==> src/rtl/joystick_dir_decoder.sv <==
// joystick_dir_decoder
// Turns raw 10-bit joystick X/Y samples into debounced one-shot direction
// events. A sample is classified as centred, in the hysteresis band, or
// off-centre. A direction must be seen on STABLE_CNT consecutive valid
// samples before it fires. After an event, the stick must return to centre
// before another event can fire.
module joystick_dir_decoder #(
   parameter int DATA_W     = 10,
   parameter int CENTER     = 512,
   parameter int DEAD       = 100,
   parameter int HYST       = 20,
   parameter int STABLE_CNT = 4
) (
   input  logic              clk,
   input  logic              rst_n,
   input  logic              sample_valid,
   input  logic [DATA_W-1:0] x_pos,
   input  logic [DATA_W-1:0] y_pos,
   output logic              event_valid,
   output logic [1:0]        event_dir,
   output logic              held,
   output logic [7:0]        event_count
);

   localparam logic [1:0] DIR_UP    = 2'b00;
   localparam logic [1:0] DIR_DOWN  = 2'b01;
   localparam logic [1:0] DIR_LEFT  = 2'b10;
   localparam logic [1:0] DIR_RIGHT = 2'b11;

   localparam logic [DATA_W-1:0] OFF_THR = DATA_W'(DEAD);
   localparam logic [DATA_W-1:0] CTR_THR = DATA_W'(DEAD - HYST);
   localparam logic [3:0]        CNT_TGT = 4'(STABLE_CNT);

   typedef enum logic [1:0] {
      S_IDLE = 2'd0,
      S_ARM  = 2'd1,
      S_HELD = 2'd2
   } state_t;

   // Magnitude of a signed offset. The result is one bit narrower than the
   // input. The most negative offset (sample 0) maps to 512. That value still
   // fits in DATA_W bits because it is unsigned.
   function automatic logic [DATA_W-1:0] f_abs(input logic signed [DATA_W:0] v);
      logic signed [DATA_W:0] neg;
      neg = -v;
      return v[DATA_W] ? neg[DATA_W-1:0] : v[DATA_W-1:0];
   endfunction

   logic signed [DATA_W:0] w_dx;
   logic signed [DATA_W:0] w_dy;
   logic [DATA_W-1:0]      w_ax;
   logic [DATA_W-1:0]      w_ay;
   logic [DATA_W-1:0]      w_m;
   logic                   w_x_dom;
   logic                   w_off;
   logic                   w_ctr;
   logic [1:0]             w_dir;

   state_t      r_state;
   logic [1:0]  r_cand;
   logic [3:0]  r_cnt;
   logic        r_event_valid;
   logic [1:0]  r_event_dir;
   logic        r_held;
   logic [7:0]  r_event_count;

   assign w_dx = signed'({1'b0, x_pos}) - signed'((DATA_W + 1)'(CENTER));
   assign w_dy = signed'({1'b0, y_pos}) - signed'((DATA_W + 1)'(CENTER));
   assign w_ax = f_abs(w_dx);
   assign w_ay = f_abs(w_dy);

   // X wins ties, so the dominant-axis test uses >=.
   assign w_x_dom = (w_ax >= w_ay);
   assign w_m     = w_x_dom ? w_ax : w_ay;
   assign w_off   = (w_m > OFF_THR);
   assign w_ctr   = (w_m <= CTR_THR);

   // Classify the direction of the current sample. The result is only
   // meaningful when the sample is off-centre. In that case the dominant
   // offset is nonzero, so a zero offset cannot occur on the dominant axis.
   always_comb begin
      w_dir = DIR_UP;
      if (w_x_dom) begin
         w_dir = w_dx[DATA_W] ? DIR_LEFT : DIR_RIGHT;
      end else begin
         w_dir = w_dy[DATA_W] ? DIR_DOWN : DIR_UP;
      end
   end

   // Debounce FSM. All outputs are registered.
   // The event_valid pulse is cleared on every edge, whether or not a sample
   // arrives. All other state changes only on valid samples.
   always_ff @(posedge clk or negedge rst_n) begin
      if (!rst_n) begin
         r_state       <= S_IDLE;
         r_cand        <= 2'b00;
         r_cnt         <= 4'd0;
         r_event_valid <= 1'b0;
         r_event_dir   <= 2'b00;
         r_held        <= 1'b0;
         r_event_count <= 8'd0;
      end else begin
         r_event_valid <= 1'b0;
         if (sample_valid) begin
            case (r_state)
               S_IDLE: begin
                  if (w_off) begin
                     r_cand  <= w_dir;
                     r_cnt   <= 4'd1;
                     r_state <= S_ARM;
                  end
               end
               S_ARM: begin
                  if (w_off) begin
                     if (w_dir == r_cand) begin
                        if (r_cnt + 4'd1 == CNT_TGT) begin
                           r_cnt         <= 4'd0;
                           r_state       <= S_HELD;
                           r_event_valid <= 1'b1;
                           r_event_dir   <= r_cand;
                           r_held        <= 1'b1;
                           r_event_count <= r_event_count + 8'd1;
                        end else begin
                           r_cnt <= r_cnt + 4'd1;
                        end
                     end else begin
                        r_cand <= w_dir;
                        r_cnt  <= 4'd1;
                     end
                  end else if (w_ctr) begin
                     r_cnt   <= 4'd0;
                     r_state <= S_IDLE;
                  end
               end
               S_HELD: begin
                  if (w_ctr) begin
                     r_held  <= 1'b0;
                     r_state <= S_IDLE;
                  end
               end
               default: begin
                  r_state <= S_IDLE;
                  r_cnt   <= 4'd0;
               end
            endcase
         end
      end
   end

   assign event_valid = r_event_valid;
   assign event_dir   = r_event_dir;
   assign held        = r_held;
   assign event_count = r_event_count;

endmodule

==> config.mk <==
export PLATFORM = sky130hd
export DESIGN_NAME = joystick_dir_decoder
export DESIGN_NICKNAME = d
export VERILOG_FILES = /design/src/rtl/joystick_dir_decoder.sv
export SDC_FILE = /design/constraint.sdc
export NUM_CORES = 1
export LEC_CHECK = 0
export CAP_MARGIN = 20
export CORE_MARGIN = 3
export CORE_UTILIZATION = 45
export CTS_CLUSTER_DIAMETER = 80
export CTS_CLUSTER_SIZE = 24
export DETAILED_ROUTE_END_ITERATION = 8
export MAX_ROUTING_LAYER = met4
export PLACE_DENSITY = 0.71
export SYNTH_ARGS = -nofsm -noshare
export SYNTH_HDL_FRONTEND = slang
export SYNTH_SLANG_ARGS = --single-unit
export TNS_END_PERCENT = 5
==> constraint.sdc <==
create_clock -name clk -period 4.2 [get_ports clk]
set_clock_uncertainty 0.05 [all_clocks]
set_input_delay 0.63 -clock clk [delete_from_list [all_inputs] [get_ports clk]]
set_output_delay 0.63 -clock clk [all_outputs]
set_load 0.01 [all_outputs]
# Yosys cells after proc, flatten, opt, wreduce, memory -nomap -nowiden

Cells that the tools add are included.
Widths: inputs -> output; s select.

Bits in registers: 20
Input port bits: 23
Output and inout port bits: 12
Logic and storage cells: 70

Add/subtract/negate cells: 6
Order comparisons: 3
Eq/ne operators: 13
Multiplexer cells: 32
Bitwise logic cells: 1
Reductions and logical operators: 8

Operators by type and width:

| cell                   | count |
|---|---|
| $mux 10                | 3 |
| $sub 10x10->11 const B | 2 |
| $mux 4                 | 5 |
| $neg 10->10            | 2 |
| $mux 2                 | 9 |
| $ne 2x2->1 const B     | 6 |
| $pmux 4 s3             | 1 |
| $mux 1                 | 11 |
| $ge 10x10->1           | 1 |
| $gt 10x7->1 const B    | 1 |
| $le 10x7->1 const B    | 1 |
| $reduce_and 5->1       | 2 |
| $ne 3x3->1 const B     | 3 |
| $add 8x1->8 const B    | 1 |
| $reduce_and 4->1       | 2 |
| $pmux 2 s3             | 1 |
| $reduce_and 6->1       | 1 |
| $add 4x1->4 const B    | 1 |
| $eq 4x3->1 const B     | 1 |
| $pmux 2 s2             | 1 |
| $reduce_bool 2->1      | 2 |
| $eq 2x1->1 const B     | 1 |
| $eq 2x2->1             | 1 |
| $eq 2x2->1 const B     | 1 |
| 3 further kinds        | 3 |

# Longest topological paths before layout

Word-level depth: 10
Mapped depth: 16
Depth with buffers taken out: 15

# Worst setup path after synthesis

OpenSTA, ideal clock, no wires.

Path type: in2reg
Start: input port x_pos[0]
End: register r_event_count[1] (netlist: event_count[1])
Library setup time: 0.125 ns
Arrival time: 4.026 ns
Required time: 4.025 ns
Slack: -0.001 ns
Cell stages on the path: 14
Buffers on the path: 0
Cell sequence: inv_1 > ha_1 > nor4b_1 > nor2b_1 > a21oi_1 > xor2_1 > ha_1 > o21ai_0 > nor2_1 > or3_1 > a2111oi_1 > o211ai_1 > nor4_4 > mux2_2

Word-level cells in the longest chain between the ends: 7
Elaborated cells on any way between the ends: 10
Those cells by class: add/sub (2); order compare (2); eq/ne (1); mux (4); reduce/logical (1)

RTL lines:

| what                                      | RTL line | text |
|---|---|---|
| from (decl)                               | 17       | `input logic [DATA_W-1:0] x_pos,` |
| $sub 10x10->11 *                          | 67       | `assign w_dx = signed'({1'b0, x_pos}) - signed'((DATA_W + 1)'(CENTER));` |
| $neg 10->10                               | 45       | `neg = -v;` |
| $mux 10                                   | 46       | `return v[DATA_W] ? neg[DATA_W-1:0] : v[DATA_W-1:0];` |
| $ge 10x10->1                              | 73       | `assign w_x_dom = (w_ax >= w_ay);` |
| $mux 10 or $mux 2 (tied branches)         | 74, 83   |  |
| $gt 10x7->1 or $eq 2x2->1 (tied branches) | 75, 115  |  |
| $reduce_and 5->1 (no source line) *       | -        |  |
| to (signal assigned)                      | 122      | `r_event_count <= r_event_count + 8'd1;` |
| to (decl)                                 | 65       | `logic [7:0] r_event_count;` |

Every way passes the cells marked *; elsewhere a longest branch is shown, timed or not.
A chain may end at the register's enable or synchronous reset.

# Worst setup path after layout

Start: input port x_pos[0]
End: register r_cand[0]

Word-level cells in the longest chain between the ends: 8
Elaborated cells on any way between the ends: 17
Those cells by class: add/sub (2); order compare (2); eq/ne (4); mux (8); reduce/logical (1)

RTL lines:

| what                                                            | RTL line | text |
|---|---|---|
| $sub 10x10->11 *                                                | 67       |  |
| $neg 10->10                                                     | 45       |  |
| $mux 10                                                         | 46       |  |
| $ge 10x10->1                                                    | 73       |  |
| $mux 10 or $mux 2 (tied branches)                               | 74, 83   |  |
| $gt 10x7->1, or another cell as far along                       | 75       | `assign w_off = (w_m > OFF_THR);` |
| $ne 2x2->1 (no source line) or $mux 2 (tied branches)           | -        |  |
| $reduce_and 5->1 (no source line) or $pmux 2 s2 (tied branches) | -        |  |
| to (signal assigned)                                            | 108      | `r_cand <= w_dir;` |
| to (signal assigned)                                            | 127      | `r_cand <= w_dir;` |
| to (decl)                                                       | 60       | `logic [1:0] r_cand;` |

Every way passes the cells marked *; elsewhere a longest branch is shown, timed or not. The select of a mux whose other input is x is not followed.

==> results.sh <==
export IMPL_via_count=2157
export IMPL_worstMarginPinSlew_ns=0.895
export IMPL_fin_ws_ns=0.0406
export IMPL_num_rows=24
export IMPL_grt_pass1_wl_um=8510
export IMPL_htree_levels=1
export IMPL_drc=0
export IMPL_rsz0062_at_grt="yes"
export IMPL_total_power_uw=855
export IMPL_cts_made_buffers=3
export IMPL_clkSinkCount=20
export IMPL_min_period_ns=4.16
export IMPL_syn_nets=289
export IMPL_cts_setup_buffers=0
export IMPL_ant_nets=0
export IMPL_vias_per_cell=5.68
export IMPL_cp_end_kind="flip-flop"
export IMPL_cts_tree="built"
export IMPL_fillCellCount=377
export IMPL_post_dp_hpwl_um=4080
export IMPL_period_share_pct=99.0
export IMPL_initial_utilization_pct=47.5
export IMPL_cts_max_path_buffers=2
export IMPL_p_leak_nw=1.30
export IMPL_finalSetupTns_ns=0
export IMPL_track_usage_pct=19.6
export IMPL_yosysTopAreaCellShare_pct=23.7
export IMPL_wl_per_cell_um=13.9
export IMPL_dp_cells=376
export IMPL_gp_congestion=0.903
export IMPL_yosysUniqueCellTypes=64
export IMPL_syn_area_per_cell_um2=8.40
export IMPL_antenna_cells=0
export IMPL_critPathLaunchType="input port"
export IMPL_path_clk_slew_ns=0.08
export IMPL_gr_total_overflow=0
export IMPL_cap_violations=0
export IMPL_io_buffers=34
export IMPL_ys_flop_type="dfrtp_1"
export IMPL_fin_cells=380
export IMPL_synthTopCellsByArea="dfrtp_1 (24%), ha_1 (8.9%), xnor2_1 (5.8%)"
export IMPL_clk_latency_ns=0.26
export IMPL_final_cell_mix="buf_4 (47), clkdlybuf4s50_1 (34), nor2_1 (25)"
export IMPL_setup_viol=0
export IMPL_drive_above_1_share_pct=28.4
export IMPL_postSynth_asyncResetShare_pct=100
export IMPL_grt_max_degree=21
export IMPL_path_class="in -> reg"
export IMPL_die_h_um=74.5
export IMPL_peakVddDrop_mv=0.184
export IMPL_place_ws_ns=-0.390
export IMPL_relSlewSlack_pct=40.1
export IMPL_grt_pass1_vias=1964
export IMPL_drv_slew=0
export IMPL_mostFrequentLayoutCell="buf_4"
export IMPL_final_nets=367
export IMPL_totalWireLength_um=5280
export IMPL_area_growth_pct=41.7
export IMPL_dieArea_um2=5550
export IMPL_path_max_fanout=3
export IMPL_syn_area_um2=2110
export IMPL_core_um2=4440
export IMPL_yosysWarnings=0
export IMPL_die_w_um=74.5
export IMPL_max_freq_mhz=240
export IMPL_ys_ff_latch=20
export IMPL_worst_r2r_setup_slack_ns=1.90
export IMPL_hold_path_class="reg -> reg"
export IMPL_drtIter0Drc=129
export IMPL_cts_root_buf="clkbuf_8"
export IMPL_dr_pass1_iters=4
export IMPL_synth_edf_count=0
export IMPL_critPathArrivalTime_ns=4.25
export IMPL_antenna_found_initial=0
export IMPL_required_ns=4.30
export IMPL_final_util_pct=67.3
export IMPL_ios=35
export IMPL_yosysTopAreaCell="dfrtp_1"
export IMPL_status="finished, final reports clean"
export IMPL_power_density_nw_per_um2=286
export IMPL_synthCells=251
export IMPL_ys_seq_area_share_pct=23.7
export IMPL_hold_viol=0
power by group:
part	internal, mW	switching (mW)	total, mW
registers	0.222	0.0442	0.266
logic	0.214	0.182	0.397
clock network	0.127	0.0650	0.192
total	0.564	0.291	0.855
critical path, stage by stage:
cell             delay [ns]
clkdlybuf4s50_1        0.42
inv_1                  0.09
ha_2                   0.19
nor4b_4                0.22
nor2b_4                0.21
a21oi_1                0.08
xor2_1                 0.16
ha_1                   0.30
o21ai_0                0.14
nor2_1                 0.06
or3_4                  0.40
a2bb2oi_2              0.15
or2_2                  0.30
and2_2                 0.21
or3_4                  0.40
mux2_4                 0.30
path summary, 6_finish.rpt:
check / start / endpoint / cells past startpoint
min reg2reg: event_count[7]$_DFFE_PN0P_ / event_count[7]$_DFFE_PN0P_ / 1
min in group asynchronous: rst_n / event_count[7]$_DFFE_PN0P_ / 1
min: event_count[7]$_DFFE_PN0P_ / event_count[7]$_DFFE_PN0P_ / 1
max: x_pos[0] / r_cand[0]$_DFFE_PN0P_ / 16
max reg2reg: r_cnt[0]$_DFFE_PN0P_ / event_dir[0]$_DFFE_PN0P_ / 7
max in group asynchronous: rst_n / r_cnt[0]$_DFFE_PN0P_ / 1
synth_stat cells (3+ instances only):
cell      number
mux2_2         4
or2_2          3
o211ai_1       5
o21ai_0        9
nand4_1       10
inv_1         16
nand3_1        9
ha_1          15
xnor2_1       14
nor3_1        10
nor2_1        26
clkbuf_1       3
nor4b_1        4
nor3b_1        4
a211oi_1       6
nand2_1       12
dfrtp_1       20
nor4_1         4
a31oi_1        3
xor2_1         6
nand2b_1       4
a21oi_1        9
and3_1         5
cell families after synthesis:
family	Yosys count	share of synthesized area (%)
simple gates	110	30.5
compound gates	54	18.6
buf+inv	25	5.87
flops	20	23.7
fa+ha+maj	15	8.90
mux	7	4.03
xor+xnor	20	8.30
what timing repair did:
item	in CTS	in global routing
resized for setup	6	14
endpoints found under the setup margin	11	17
hold buffers	0	0
pin swaps	0	4
layout make-up:
| class | instances | area (um2) | share of cell area [%] |
|---|---|---|---|
| multi-input cells | 206 | 1590 | 53.1 |
| repair buffers | 82 | 704 | 23.6 |
| flip-flops and latches | 20 | 500 | 16.7 |
| well taps | 52 | 65.1 | 2.18 |
| inverters | 16 | 60.1 | 2.01 |
| clock buffers | 3 | 41.3 | 1.38 |
| clock inverters | 1 | 30.0 | 1.00 |
metrics by stage:
stage | instance area, um2 | hold slack (ns)
2_1_floorplan | 2110 | 0.284
3_5_place_dp | 2810 | 0.425
5_1_grt | 2990 | 0.454
3_3_place_gp | 2810 | 0.413
6_report | 2990 | 0.426
4_1_cts | 2910 | 0.436
flip-flops by register name, summed over array words and instances (netlist names):
register	flops
event_dir	2
event_valid	1
r_state	2
r_cnt	4
r_cand	2
event_count	8
held	1
metal layers:
| metal | up-vias | GRT usage (%) | share of wire [%] |
|---|---|---|---|
| li1 | 1083 | - | - |
| met1 | 1025 | 26.2 | 48 |
| met2 | 41 | 31.2 | 48 |
| met3 | 8 | 3.24 | 3.7 |
| met4 | 0 | 4.15 | 0.97 |
| met5 | - | - | 0 |
Note: power is estimated with default switching activity, not from simulation.
